<file path="config.mk">
export PLATFORM = sky130hd
export DESIGN_NAME = mcdf_fmt_reader
export DESIGN_NICKNAME = d
export VERILOG_FILES = /design/src/rtl/mcdf_pkg.sv /design/src/rtl/mcdf_fmt_reader.sv
export SDC_FILE = /design/constraint.sdc
export NUM_CORES = 1
export LEC_CHECK = 0
export CAP_MARGIN = 20
export CORE_MARGIN = 8
export CORE_UTILIZATION = 50
export DETAILED_ROUTE_END_ITERATION = 10
export DONT_BUFFER_PORTS = 1
export HOLD_SLACK_MARGIN = 0.05
export PLACE_DENSITY = 0.64
export RECOVER_POWER = 100
export SLEW_MARGIN = 40
export SYNTH_ARGS = -nofsm -noshare
export SYNTH_HDL_FRONTEND = slang
export SYNTH_SLANG_ARGS = --single-unit
</file>
<file path="constraint.sdc">
create_clock -name clk -period 2.3 [get_ports clk]
set_input_delay 0.115 -clock clk [delete_from_list [all_inputs] [get_ports clk]]
set_output_delay 0.115 -clock clk [all_outputs]
set_load 0.01 [all_outputs]
</file>
<file path="src/rtl/mcdf_pkg.sv">
// Shared MCDF definitions: reader FSM states, packet length decode and
// channel id width.
package mcdf_pkg;

  typedef enum logic [1:0] {
    IDLE = 2'd0,
    REQ  = 2'd1,
    SEND = 2'd2,
    TAIL = 2'd3
  } state_t;

  localparam int MCDF_CHID_W = 2;

  function automatic logic [5:0] len_decode(input logic [1:0] sel);
    logic [5:0] len;
    case (sel)
      2'b00:   len = 6'd4;
      2'b01:   len = 6'd8;
      2'b10:   len = 6'd16;
      default: len = 6'd32;
    endcase
    return len;
  endfunction

endpackage

</file>
<file path="src/rtl/mcdf_fmt_reader.sv">
// Read-side packetiser for one MCDF slave channel: waits for a full packet in
// the FIFO, requests the formatter bus, then pops and frames one packet.
module mcdf_fmt_reader
  import mcdf_pkg::*;
#(
  parameter int DATA_WIDTH = 32,
  parameter int FIFO_DEPTH = 64,
  parameter int CH_ID      = 0
) (
  input  logic                  clk,
  input  logic                  rst,
  input  logic [1:0]            pkt_len_sel_i,
  input  logic                  fifo_empty_i,
  input  logic [5:0]            fifo_margin_i,
  input  logic [DATA_WIDTH-1:0] fifo_data_i,
  output logic                  fifo_rd_en_o,
  output logic                  fmt_req_o,
  input  logic                  fmt_grant_i,
  output logic                  fmt_send_o,
  output logic                  fmt_start_o,
  output logic                  fmt_end_o,
  output logic [DATA_WIDTH-1:0] fmt_data_o,
  output logic [1:0]            fmt_chid_o,
  output logic [5:0]            fmt_length_o,
  output logic [1:0]            dbg_state_o
);

  // Bus handshake: fmt_req_o stays high in REQ until a one-cycle fmt_grant_i
  // pulse is seen there; grant in any other state is ignored. Each word is
  // valid only in a cycle where fmt_send_o=1; there is no downstream stall.

  state_t     state_q, state_d;
  logic [5:0] cnt_q, cnt_d;
  logic [5:0] len_q, len_d;
  logic       send_q, send_d;
  logic       start_q, start_d;
  logic       end_q, end_d;
  logic [6:0] occ;
  logic       rd_en;
  logic       req;

  // Empty FIFO reports margin 63, so the empty flag must override the math.
  assign occ = fifo_empty_i ? 7'd0 : (7'(FIFO_DEPTH) - {1'b0, fifo_margin_i});

  always_comb begin
    state_d = state_q;
    cnt_d   = cnt_q;
    len_d   = len_q;
    rd_en   = 1'b0;
    req     = 1'b0;
    start_d = 1'b0;
    end_d   = 1'b0;
    case (state_q)
      IDLE: begin
        if (occ >= {1'b0, len_decode(pkt_len_sel_i)}) begin
          len_d   = len_decode(pkt_len_sel_i);
          state_d = REQ;
        end
      end
      REQ: begin
        req = 1'b1;
        if (fmt_grant_i) begin
          cnt_d   = len_q;
          state_d = SEND;
        end
      end
      SEND: begin
        rd_en = ~fifo_empty_i;
        if (rd_en) begin
          start_d = (cnt_q == len_q);
          end_d   = (cnt_q == 6'd1);
          cnt_d   = cnt_q - 6'd1;
          if (cnt_q == 6'd1) state_d = TAIL;
        end
      end
      TAIL: begin
        state_d = IDLE;
      end
      default: begin
        state_d = IDLE;
      end
    endcase
    send_d = rd_en;
  end

  always_ff @(posedge clk) begin
    if (rst) begin
      state_q <= IDLE;
      cnt_q   <= '0;
      len_q   <= '0;
      send_q  <= 1'b0;
      start_q <= 1'b0;
      end_q   <= 1'b0;
    end else begin
      state_q <= state_d;
      cnt_q   <= cnt_d;
      len_q   <= len_d;
      send_q  <= send_d;
      start_q <= start_d;
      end_q   <= end_d;
    end
  end

  // FIFO read data is registered, so it lines up with the delayed send flag.
  assign fifo_rd_en_o = rd_en;
  assign fmt_req_o    = req;
  assign fmt_send_o   = send_q;
  assign fmt_start_o  = start_q;
  assign fmt_end_o    = end_q;
  assign fmt_data_o   = send_q ? fifo_data_i : '0;
  assign fmt_chid_o   = MCDF_CHID_W'(CH_ID);
  assign fmt_length_o = len_q;
  assign dbg_state_o  = state_q;

endmodule

</file>
Yosys cells after proc, flatten, opt, wreduce, memory -nomap -nowiden. Index checks and enable logic that the tools add are counted.

$add $sub $neg: 2. $mul: 0. Divide/modulo/power cells: 0. Magnitude comparators: 1. Equality and inequality tests: 11. Shifts and indexed selects: 0. Muxes and demuxes: 14. Bitwise logic cells: 2. Reduce and logical (&&, ||, !) cells: 7.

Operators with widths (count): $mux 32 (1); $mux 6 (3); $pmux 6 s3 (1); $pmux 6 s2 (1); $mux 2 (4); $ne 2x2->1 const B (4); $pmux 2 s4 (1); $ge 7x6->1 (1); $mux 7 (1); $sub 7x6->7 const A (1); $eq 2x2->1 const B (3); $eq 6x1->1 const B (1); $eq 6x6->1 (1); $sub 6x1->6 const B (1); $eq 2x1->1 const B (2); $logic_not 2->1 (2); $reduce_and 4->1 (1); $reduce_and 3->1 (1); $reduce_or 3->1 (1); $mux 1 (2); $not 1->1 (2); $reduce_and 2->1 (1); $reduce_bool 2->1 (1).

Bits in registers: 17. Latch bits: 0. Bits in writable memories: 0. Memory bits (read-only): 0. Output and inout port bits: 47. Word-level logic and storage cells: 43. Memories kept: 0.

Depth between registers and ports, before layout.
Depth in word-level cells: 6. Gate-level depth with buffers: 12. Depth with buffers taken out: 12.

Worst setup path before layout. No wires, ideal clock.

Kind: input to register. From: input fifo_margin_i[0]. To: register state_q[1] (netlist: dbg_state_o[1]). Setup time: 0.115 ns. Arrival: 2.002 ns. Data required time: 2.185 ns. Setup slack: 0.183 ns. Cell stages on the path: 10. Path through: nor3_1 -> nand2_1 -> xnor2_1 -> nor2_1 -> ha_1 -> a21oi_1 -> nand2_1 -> or4b_4 -> and3_1 -> o21ba_1.

Cells in the longest elaborated chain, start to end: 5.

Ends and longest elaborated chain: start: declaration (RTL line mcdf_fmt_reader.sv:14) `input logic [5:0] fifo_margin_i,`; $sub 7x6->7 (RTL line mcdf_fmt_reader.sv:43) `assign occ = fifo_empty_i ? 7'd0 : (7'(FIFO_DEPTH) - {1'b0, fifo_margin_i});`; $mux 7 (RTL line mcdf_fmt_reader.sv:43); $ge 7x6->1 (RTL line mcdf_fmt_reader.sv:55) `if (occ >= {1'b0, len_decode(pkt_len_sel_i)}) begin`; $ne 2x2->1 (no line); $reduce_and 4->1 (no line); end signal: assignment (RTL line mcdf_fmt_reader.sv:95) `state_q <= state_d;`; end: declaration (RTL line mcdf_fmt_reader.sv:32) `state_t state_q, state_d;`.

No other way between the ends. A chain may end at the register's enable or synchronous reset.

Final worst setup path. Same ends and word-level chain as after synthesis.

==> flow_summary_export.csv <==
group,metric,value,unit
global_routing,grt_pass1_wl,4.981,mm
power_and_ir_drop,p_leak,0.5226,nW
synth,synthArstFlopShare,0,
setup_path,cpMaxStageDelayCell,"or4b_1",
cts,htreeDepth,1,
die,die_h,66.37,um
synth,synth_warnings,0,
setup_path,setup.worst_path.end_class,"flop",
die,start_util,0.5216,
routing,wl_met2,1.852,mm
cts,cts.clk_slew.worst_paths,0.09,ns
worst_hold_path,hold_end,"fmt_length_o[4]$_SDFFE_PP0P_",
power_and_ir_drop,share_comb_of_total_power,0.503,
global_routing,grt_start_max_net_pins,34,
placed_design,dp.cells,191,
worst_hold_path,hold_start,"pkt_len_sel_i[0]",
synth,synth_top_area_cell,"dfxtp_1",
setup_path,path_cells,"nor3_1 > nand2_1 > xnor2_1 > nor2_1 > ha_1 > a21oi_1 > nand2_1 > or4b_1 > and3_1 > o21ba_1",
synth,synth_area_leaders,"dfxtp_1 (24%), and2_1 (16%), ha_1 (11%)",
power_and_ir_drop,netSwitchingPower,0.0004950,W
cts,clock_path_buffers,2,
routing,wirelength_met1,1.273,mm
routing,drc,0,
power_and_ir_drop,power-per-cell-area,836.0,nW/um^2
global_routing,antenna_found_initial,0,
timing,setup_viol_count_final,0,
finish,area_delta_synth_final,4.733,%
global_routing,grt_overflow_total,0,
timing,skew,0.001826,ns
placed_design,hpwl,2.961,mm
placed_design,pre_cts_ws,0.02471,ns
power_and_ir_drop,clockPowerShare,0.136,
timing,fmax,493.6,MHz
synth,synth_seq_area_share,0.2367,
setup_path,cpMostUsedCell,"nand2_1",
power_and_ir_drop,p_total,0.001111,W
setup_path,crit_arrival,2.21,ns
timing,tightest_slew,0.7528,ns
timing,fin_ws,0.2742,ns
timing,finalCritPeriodShare,0.8808,
finish,fin_nets,224,
routing,ant_nets,0,
finish,fin_area,1329,um^2
setup_path,critPathLaunchType,"input port",
worst_hold_path,hold_path_depth,2,
power_and_ir_drop,power_switching_share,0.4456,
setup_path,required,2.49,ns
synth,syn_inst,166,
timing,finalSetupTns,0,ns
setup_path,worstReg2RegEnd,"cnt_q[5]$_SDFFE_PP0P_",
setup_path,rr_worst_depth,8,
worst_hold_path,hold_path.class,"in2reg",
cts,cts.sinks,15,
job,maxCapViolations,0,
synth,netlist_area,1269,um^2
cts,post_cts_resize_count,0,
synth,synth.top_cell.area_share,0.2367,
timing,hold_viol_final,0,
global_routing,grt_pass1_vias,1030,
setup_path,worstPathMaxFanout,4,
synth,synthMuxAreaShare,0.007890,
cts,cts_tree,"yes",
routing,via_count,1090,
synth,synthSimpleGateAreaFrac,0.3945,
placed_design,portBuffers,0,
global_routing,globalRouteTotalUtil,0.1434,
timing,slew_headroom,0.4974,
finish,fillers,242,
synth,synth_xor_area_frac,0.06213,
timing,rsz0062_at_grt,"no",
placed_design,gp_congestion,0.8572,
timing,drv_slew,0,
setup_path,critical_path_class,"in2reg",
power_and_ir_drop,pwr-share-seq,0.360,
routing,firstDrtPassIters,4,
die,die_x,66.37,um
placed_design,placed_area,1276,um^2
finish,layout.cells.non_filler,198,
synth,synthAdderAreaFrac,0.1085,
synth,synth_compound_area_frac,0.1282,
run_status,outcome,"completed",
timing,fin_crit,2.026,ns
cts,numCtsBuffers,3,
routing,wl_per_cell,17.49,um
finish,drive_above_1_share,0.02976,
die,ios,91,
synth,synth_cell_type_count,36,
setup_path,slowest_delay,0.54,ns
routing,wl_met3,287,um
setup_path,reg2reg_from,"dbg_state_o[0]$_SDFFE_PP0P_",
routing,drt_iter0_drc,35,
finish,antennaDiodeCount,0,
synth,synth_seq_cells,15,
cts,clk_latency,0.28,ns
setup_path,ff2ff_setup_slack,0.34,ns
die,die-area,4405,um^2
synth,syn_avg_cell_area,7.643,um^2
power_and_ir_drop,p_int,0.0006159,W
cts,clock-root-buffer,"clkbuf_4",
synth,synth_top_flop_cell,"dfxtp_1",
routing,viasPerCell,5.505,
routing,highest_layer,"met4",
synth,synth_top_family_by_area,"simple AND/OR/NAND/NOR gates",
power_and_ir_drop,irDropWorstVdd,0.4521,mV
routing,drt_wl_total,3.464,mm
cts,post_cts_buffers,0,
synth,synth-edff-count,0,
die,core,2432,um^2
die,rows,18,
-- worst max path at each step --
stage / start / to / slack (ns) / cells after the start
2_1_floorplan: fifo_margin_i[0] / dbg_state_o[1]$_SDFFE_PP0P_ / 0.18 / 10
3_3_place_gp: fifo_margin_i[0] / dbg_state_o[1]$_SDFFE_PP0P_ / 0.11 / 10
3_5_place_dp: fifo_margin_i[0] / dbg_state_o[1]$_SDFFE_PP0P_ / 0.02 / 10
4_1_cts: fifo_margin_i[0] / dbg_state_o[1]$_SDFFE_PP0P_ / 0.33 / 10
5_1_grt: dbg_state_o[0]$_SDFFE_PP0P_ / cnt_q[5]$_SDFFE_PP0P_ / 0.16 / 8
6_report: fifo_margin_i[0] / dbg_state_o[1]$_SDFFE_PP0P_ / 0.27 / 10
-- metal layers --
layer / up-vias / GRT usage
li1: 552 / -
met1: 489 / 0.1442
met2: 44 / 0.2654
met3: 5 / 0.04068
met4: 0 / 0.06400
met5: - / 0
-- metrics by stage --
stage	hold slack, ns	util
5_1_grt	0.05733	0.5463
3_5_place_dp	0.1882	0.5247
2_1_floorplan	0.2067	-
6_report	0.06283	0.5463
3_3_place_gp	0.1865	0.5247
4_1_cts	0.05535	0.5478
-- sequential cells by signal, summed over array words and instances (netlist names) --
signal,cells
fmt_start_o,1
fmt_length_o,4
fmt_send_o,1
dbg_state_o,2
cnt_q,6
fmt_end_o,1
-- synth_stat cells (4+ instances only) --
cell	n
a21oi_1	10
and2_1	32
buf_4	4
clkbuf_1	5
dfxtp_1	15
ha_1	11
inv_1	7
nand2_1	11
nand2b_1	7
nand3_1	4
nand3b_1	4
nor2_1	13
nor2b_1	4
nor3_1	4
xnor2_1	7
-- repair_timing --
| action | 4_1_cts | 5_1_grt |
|---|---|---|
| hold buffers | 3 | 0 |
| setup endpoints to repair | 0 | 0 |
| endpoints found under the hold margin | 15 | 0 |
-- cells in the final DEF (no fill, tap or decap), types with 2 or more instances in the layout --
cell / instances
and2_0: 32
dfxtp_1: 15
nor2_1: 13
nand2_1: 11
ha_1: 11
a21oi_1: 10
inv_1: 7
xnor2_1: 7
nand2b_1: 7
nor3_1: 4
nand3b_1: 4
nor2b_1: 4
nand3_1: 4
conb_1: 4
o21ai_0: 3
clkbuf_4: 3
dlygate4sd3_1: 3
xor2_1: 2
and3_1: 2
o31ai_1: 2
nor3b_1: 2
o211ai_1: 2
a211oi_1: 2
-- critical path: cells and delay by family --
kind / cells / cell delay (ns)
xor gates and xnor gates: 1 / 0.16
AOI/OAI and AO/OA: 2 / 0.33
and+or+nand+nor: 6 / 1.30
adders and majority gates: 1 / 0.30
-- logic make-up after synthesis --
group / Yosys count
AOI/OAI and AO/OA: 25
xor gates and xnor gates: 9
adders and majority gates: 11
buffers and inverters: 16
DFF: 15
muxes: 1
other: 1
and+or+nand+nor: 88
-- area by class of cell --
class / count / area [um^2] / area share
clock buffers: 4 / 26.28 / 0.01977
well taps: 30 / 37.54 / 0.02825
flip-flops and latches: 15 / 300.3 / 0.2260
multi-input cells: 138 / 900.9 / 0.6780
inverters: 7 / 26.28 / 0.01977
repair buffers: 4 / 37.54 / 0.02825
-- power by group through the flow --
| stage | sequential, W | combinational (W) | clock, W |
|---|---|---|---|
| 2_1_floorplan | 0.000379 | 0.000477 | 0 |
| 3_3_place_gp | 0.000406 | 0.000549 | 0 |
| 3_5_place_dp | 0.000409 | 0.000566 | 0 |
| 4_1_cts | 0.000402 | 0.000578 | 0.000159 |
| 5_1_grt | 0.000413 | 0.000620 | 0.000171 |
| 6_report | 0.000400 | 0.000559 | 0.000151 |
No activity file was read; power rests on OpenSTA's default activity.
